$ cat config.mk
export PLATFORM = sky130hd
export DESIGN_NAME = uart_bytes_rx
export DESIGN_NICKNAME = d
export VERILOG_FILES = /design/src/rtl/uart_bytes_rx.sv
export SDC_FILE = /design/constraint.sdc
export NUM_CORES = 1
export LEC_CHECK = 0
export BUFFER_PORTS_ARGS = -buffer_cell sky130_fd_sc_hd__buf_4
export CAP_MARGIN = 20
export CORE_MARGIN = 4
export CORE_UTILIZATION = 45
export CTS_BUF_LIST = sky130_fd_sc_hd__clkbuf_8
export CTS_CLUSTER_SIZE = 28
export DETAILED_ROUTE_END_ITERATION = 16
export SYNTH_ARGS = -nofsm -noshare
export SYNTH_HDL_FRONTEND = slang
export SYNTH_SLANG_ARGS = --single-unit
$ cat constraint.sdc
create_clock -name sys_clk -period 5.3 [get_ports sys_clk]
set_input_delay 1.06 -clock sys_clk [delete_from_list [all_inputs] [get_ports sys_clk]]
set_output_delay 1.06 -clock sys_clk [all_outputs]
set_load 0.02 [all_outputs]
$ cat src/rtl/uart_bytes_rx.sv
// Multi-byte UART receiver: assembles BYTES consecutive 8N1 frames (LSB first) into one word.
// Optional inter-byte timeout and uart_bytes_timeout port enabled by defining UART_RX_TIMEOUT_EN.
module uart_bytes_rx #(
   parameter int BYTES        = 4,
   parameter int BPS          = 9_600,
   parameter int CLK_FRE      = 50_000_000,
   parameter int TIMEOUT_BITS = 20
) (
   input  logic                 sys_clk,
   input  logic                 sys_rst_n,
   input  logic                 uart_rxd,
   output logic [BYTES*8-1:0]   uart_bytes_data,
   output logic                 uart_bytes_done,
`ifdef UART_RX_TIMEOUT_EN
   output logic                 uart_bytes_timeout,
`endif
   output logic                 uart_frame_err
);

   localparam int BAUD_CNT = CLK_FRE / BPS;
   localparam int HALF     = BAUD_CNT / 2;
   localparam int CW       = $clog2(BAUD_CNT);
   localparam int BW       = (BYTES > 1) ? $clog2(BYTES) : 1;
   localparam int WW       = BYTES * 8;

   typedef enum logic [1:0] {
      IDLE  = 2'd0,
      START = 2'd1,
      DATA  = 2'd2,
      STOP  = 2'd3
   } state_t;

   state_t            r_state;
   state_t            w_next;
   logic              r_rxd_s1;
   logic              r_rxd_s2;
   logic              r_rxd_d;
   logic [CW-1:0]     r_clk_cnt;
   logic [2:0]        r_bit_cnt;
   logic [7:0]        r_rx_byte;
   logic [WW-1:0]     r_word_sr;
   logic [BW-1:0]     r_byte_cnt;
   logic [WW-1:0]     r_data;
   logic              r_done;
   logic              r_err;
   logic              w_sample;
   logic              w_start_edge;
   logic              w_stop_ok;
   logic              w_stop_bad;
   logic              w_last_byte;
   logic              w_timeout;
   logic [WW-1:0]     w_word_next;

   if (BYTES < 1 || BAUD_CNT < 4 || TIMEOUT_BITS < 1) begin : g_param_check
      $error("uart_bytes_rx: invalid parameter set");
   end

   // Two-flop synchroniser plus one flop of history for falling-edge detection.
   always_ff @(posedge sys_clk or negedge sys_rst_n) begin
      if (!sys_rst_n) begin
         r_rxd_s1 <= 1'b1;
         r_rxd_s2 <= 1'b1;
         r_rxd_d  <= 1'b1;
      end else begin
         r_rxd_s1 <= uart_rxd;
         r_rxd_s2 <= r_rxd_s1;
         r_rxd_d  <= r_rxd_s2;
      end
   end

   assign w_start_edge = r_rxd_d & ~r_rxd_s2;

   // State register.
   always_ff @(posedge sys_clk or negedge sys_rst_n) begin
      if (!sys_rst_n) begin
         r_state <= IDLE;
      end else begin
         r_state <= w_next;
      end
   end

   // Next-state logic and sample strobe; START samples mid start bit, later states one bit apart.
   always_comb begin
      w_next   = r_state;
      w_sample = 1'b0;
      case (r_state)
         IDLE: begin
            if (w_start_edge) begin
               w_next = START;
            end else begin
               w_next = IDLE;
            end
         end
         START: begin
            if (r_clk_cnt == CW'(HALF - 1)) begin
               w_sample = 1'b1;
               w_next   = r_rxd_s2 ? IDLE : DATA;
            end else begin
               w_next = START;
            end
         end
         DATA: begin
            if (r_clk_cnt == CW'(BAUD_CNT - 1)) begin
               w_sample = 1'b1;
               w_next   = (r_bit_cnt == 3'd7) ? STOP : DATA;
            end else begin
               w_next = DATA;
            end
         end
         STOP: begin
            if (r_clk_cnt == CW'(BAUD_CNT - 1)) begin
               w_sample = 1'b1;
               w_next   = IDLE;
            end else begin
               w_next = STOP;
            end
         end
         default: begin
            w_next   = IDLE;
            w_sample = 1'b0;
         end
      endcase
   end

   // Baud counter, bit counter and byte shift register.
   always_ff @(posedge sys_clk or negedge sys_rst_n) begin
      if (!sys_rst_n) begin
         r_clk_cnt <= {CW{1'b0}};
         r_bit_cnt <= 3'd0;
         r_rx_byte <= 8'd0;
      end else begin
         if (r_state == IDLE || w_sample || w_next != r_state) begin
            r_clk_cnt <= {CW{1'b0}};
         end else begin
            r_clk_cnt <= r_clk_cnt + CW'(1);
         end
         if (r_state == START && w_next == DATA) begin
            r_bit_cnt <= 3'd0;
         end else if (r_state == DATA && w_sample) begin
            r_bit_cnt <= r_bit_cnt + 3'd1;
         end
         if (r_state == DATA && w_sample) begin
            r_rx_byte <= {r_rxd_s2, r_rx_byte[7:1]};
         end
      end
   end

   assign w_stop_ok   = (r_state == STOP) && w_sample &&  r_rxd_s2;
   assign w_stop_bad  = (r_state == STOP) && w_sample && !r_rxd_s2;
   assign w_last_byte = (r_byte_cnt == BW'(BYTES - 1));

   if (BYTES == 1) begin : g_one_byte
      assign w_word_next = r_rx_byte;
   end else begin : g_multi_byte
      assign w_word_next = {r_rx_byte, r_word_sr[WW-1:8]};
   end

   // Word assembly and the done / framing-error pulses; a bad stop or timeout drops the partial word.
   always_ff @(posedge sys_clk or negedge sys_rst_n) begin
      if (!sys_rst_n) begin
         r_word_sr  <= {WW{1'b0}};
         r_byte_cnt <= {BW{1'b0}};
         r_data     <= {WW{1'b0}};
         r_done     <= 1'b0;
         r_err      <= 1'b0;
      end else if (w_stop_ok) begin
         r_word_sr <= w_word_next;
         r_err     <= 1'b0;
         if (w_last_byte) begin
            r_byte_cnt <= {BW{1'b0}};
            r_data     <= w_word_next;
            r_done     <= 1'b1;
         end else begin
            r_byte_cnt <= r_byte_cnt + BW'(1);
            r_done     <= 1'b0;
         end
      end else if (w_stop_bad) begin
         r_byte_cnt <= {BW{1'b0}};
         r_done     <= 1'b0;
         r_err      <= 1'b1;
      end else if (w_timeout) begin
         r_byte_cnt <= {BW{1'b0}};
         r_done     <= 1'b0;
         r_err      <= 1'b0;
      end else begin
         r_done <= 1'b0;
         r_err  <= 1'b0;
      end
   end

`ifdef UART_RX_TIMEOUT_EN
   localparam int TO_MAX = TIMEOUT_BITS * BAUD_CNT - 1;
   localparam int TOW    = (TO_MAX > 0) ? $clog2(TO_MAX + 1) : 1;

   logic [TOW-1:0] r_idle_cnt;
   logic           r_timeout;

   assign w_timeout = (r_state == IDLE) && (r_byte_cnt != {BW{1'b0}}) &&
                      (r_idle_cnt == TOW'(TO_MAX));

   // Idle counter runs only while a partial word is waiting for its next byte.
   always_ff @(posedge sys_clk or negedge sys_rst_n) begin
      if (!sys_rst_n) begin
         r_idle_cnt <= {TOW{1'b0}};
         r_timeout  <= 1'b0;
      end else begin
         if (r_state == IDLE && r_byte_cnt != {BW{1'b0}} && !w_timeout) begin
            r_idle_cnt <= r_idle_cnt + TOW'(1);
         end else begin
            r_idle_cnt <= {TOW{1'b0}};
         end
         r_timeout <= w_timeout;
      end
   end

   assign uart_bytes_timeout = r_timeout;
`else
   assign w_timeout = 1'b0;
`endif

   assign uart_bytes_data = r_data;
   assign uart_bytes_done = r_done;
   assign uart_frame_err  = r_err;

endmodule

==> flow_summary.toml <==
[outcome]
status = "completed"

[global_route]
grt_max_degree = 48
grt.total_usage_pct = 13.1
gr-max-usage-layer = "met2"
antenna_found_initial = 0
grt-ovfl-total = 0
grt_pass1_vias = 2014
use_met1_pct = 17.9
grtUsageMet3_pct = 4.45
grt_pass1_wl_mm = 10.1
gr-usage-met2_pct = 20.0

[die]
pin_count = 37
chipHeight_um = 97.4
core-area_um2 = 7770
fp-row-count = 32
die_area_um2 = 9490
initial_core_util_pct = 46.3
die_w_um = 97.4

[logic_synthesis]
synth-edff-count = 0
synth_most_common_cell = "dfrtp_1"
yosysSeqAreaShare_pct = 62.0
synthArstFlopShare_pct = 100
synthCells = 245
yosysUniqueCellTypes = 32
netlist_area_um2 = 3600
synth_seq_cells = 89
netlist_top_cells_count = "dfrtp_1 (86), mux2_2 (65), nor2_1 (18)"
syn_nets = 252
synth.top_cell.area_share_pct = 59.8
ys.flop_type = "dfrtp_1"
yosys_warnings = 0
synth_top_area_cell = "dfrtp_1"
ys_top_cells_by_area = "dfrtp_1 (60%), mux2_2 (20%), dfstp_2 (2.2%)"
avgSynthCellArea_um2 = 14.7

[clock_network]
post_cts_buffers = 0
cts_made_buffers = 9
insertion_delay_ps = 350
cts_tree = "built"
clock-sinks = 89
clk_path_buf_depth = 2
clk_pin_slew_ps = 90
ctsResizeCount = 0
cts-root-buf = "clkbuf_8"
ctsHoldBuffers = 0
htree_levels = 3

[drt]
num_vias = 1976
drt-initial-drc-count = 66
antenna_left = 0
viasPerCell = 5.03
wl_mm = 5.69
first_pass_iters = 4
wire_per_inst_um = 14.5
drc = 0

[setup_path]
crit_type = "register to register"
rrSetupSlack_ps = 2350
cp.arrival_ps = 3190
reg2reg_depth = 6
cp.required_ps = 5530
crit_path_end_kind = "register"
timing.rr.start = "r_clk_cnt[0]"
worstPathMaxFanout = 22
start_kind = "register"
slowest_delay_ps = 810
r2r_end = "uart_bytes_data[17]"
path_buf_inv = 1
crit_family = "simple AND/OR/NAND/NOR gates"
path_cells = "ha_1 > and4b_1 > and3_1 > nand3_1 > inv_1 > mux2_2"
cpMaxStageDelayCell = "inv_1"

[placed_design]
place_hpwl_mm = 3.77
place_congestion = 0.835
port_buffers = 36

[timing]
hold_viol_final = 0
max_slew_margin_pct = 46.6
fin_skew_ps = 11.5
setup_tns_ps = 0
worst_pin_slew_ps = 800
max_freq_mhz = 338
period_minus_slack_ps = 2950
slew_viol_final = 0
rsz0062_at_grt = "no"
layout_worst_path_cycle_share_pct = 55.7
setup_viol = 0

[hold_path]
hp-start = "r_rxd_s1"
hold_path.class = "register to register"
min_to = "r_rxd_s2"
hold_depth = 0

[pwr]
leakage_uw = 0.00213
power_density_nw_per_um2 = 302
peakVddDrop_mv = 0.183

[final_layout]
n_antenna_cell = 0
synthToLayoutAreaGrowth_pct = 15.3
drive_above_1_share_pct = 44.0
final_core_util_pct = 53.4
final_nets = 294

[flow_run]
max_cap_violations = 0
==> through the flow <==
stage	hold slack (ps)	instance area [um^2]	total power (uW)	worst slack (ps)	instances
after floorplan	345	3600	786	3410	245
after global placement	348	3960	813	2370	378
after detailed placement	349	3960	814	2330	378
after CTS	362	4150	1270	2320	393
after global routing	365	4150	1320	2060	393
final	361	4150	1250	2350	393
==> cells in the final DEF (no fill, tap or decap), drive strengths merged, types with 2 or more instances in the layout <==
cell and n:
mux2i 3, nor4 3, dfstp 3, nor3 4, nor3b 2, mux2 65
clkbuf 9, nand3 10, nand2 5, xnor2 9, nor2b 2, clkinv 3
xor2 3, nand4 4, dfrtp 86, inv 5, nor2 18, ha 4
buf 38, and3 2, nor4b 2
==> cell families (layout without fill, tap and decap cells) <==
group	count (synthesis)	in the layout	share of synthesized area, %
multiplexers	68	68	21.2
AO/OA/AOI/OAI	3	3	0.835
XOR/XNOR	12	12	2.92
buffers and inverters	11	57	1.91
adder cells (fa/ha/maj)	4	4	1.39
flip-flops	89	89	62.0
AND/OR/NAND/NOR	58	58	9.74
==> report_power, final <==
group / internal [uW] / switching (uW)
clock: 218 / 235
sequential: 700 / 31.7
combinational: 27.1 / 41.2
==> worst max-delay path by stage <==
| stage | start | to | cells after the start |
|---|---|---|---|
| after global routing | r_clk_cnt[0] | uart_bytes_data[3] | 6 |
| after CTS | r_clk_cnt[0] | uart_bytes_data[6] | 6 |
| after detailed placement | r_clk_cnt[0] | uart_bytes_data[6] | 6 |
| after floorplan | r_clk_cnt[0] | uart_bytes_data[10] | 7 |
| final | r_clk_cnt[0] | uart_bytes_data[17] | 6 |
| after global placement | r_clk_cnt[0] | uart_bytes_data[16] | 6 |
==> flip-flops by register name, indices dropped and copies added, names as in the netlist <==
signal,cells
r_bit_cnt,3
r_byte_cnt,2
r_clk_cnt,13
r_rx_byte,8
r_rxd_d,1
r_rxd_s1,1
r_rxd_s2,1
r_state,2
r_word_sr,24
uart_bytes_data,32
uart_bytes_done,1
uart_frame_err,1
==> metal layers <==
| metal | vias up | wire length [um] |
|---|---|---|
| met2 | 32 | 2600 |
| met4 | 0 | 81 |
| li1 | 955 | - |
| met3 | 11 | 228 |
| met5 | - | 0 |
| met1 | 978 | 2780 |
==> area by class of cell <==
cell class	instances	area, um^2
inverter	4	15.0
clock buffer	9	124
sequential	89	2230
timing repair buffer	38	285
fill	690	3620
multi-input combinational	145	1300
clock inverter	6	67.6
tap	102	128
Note: power is estimated with default switching activity, not from simulation.
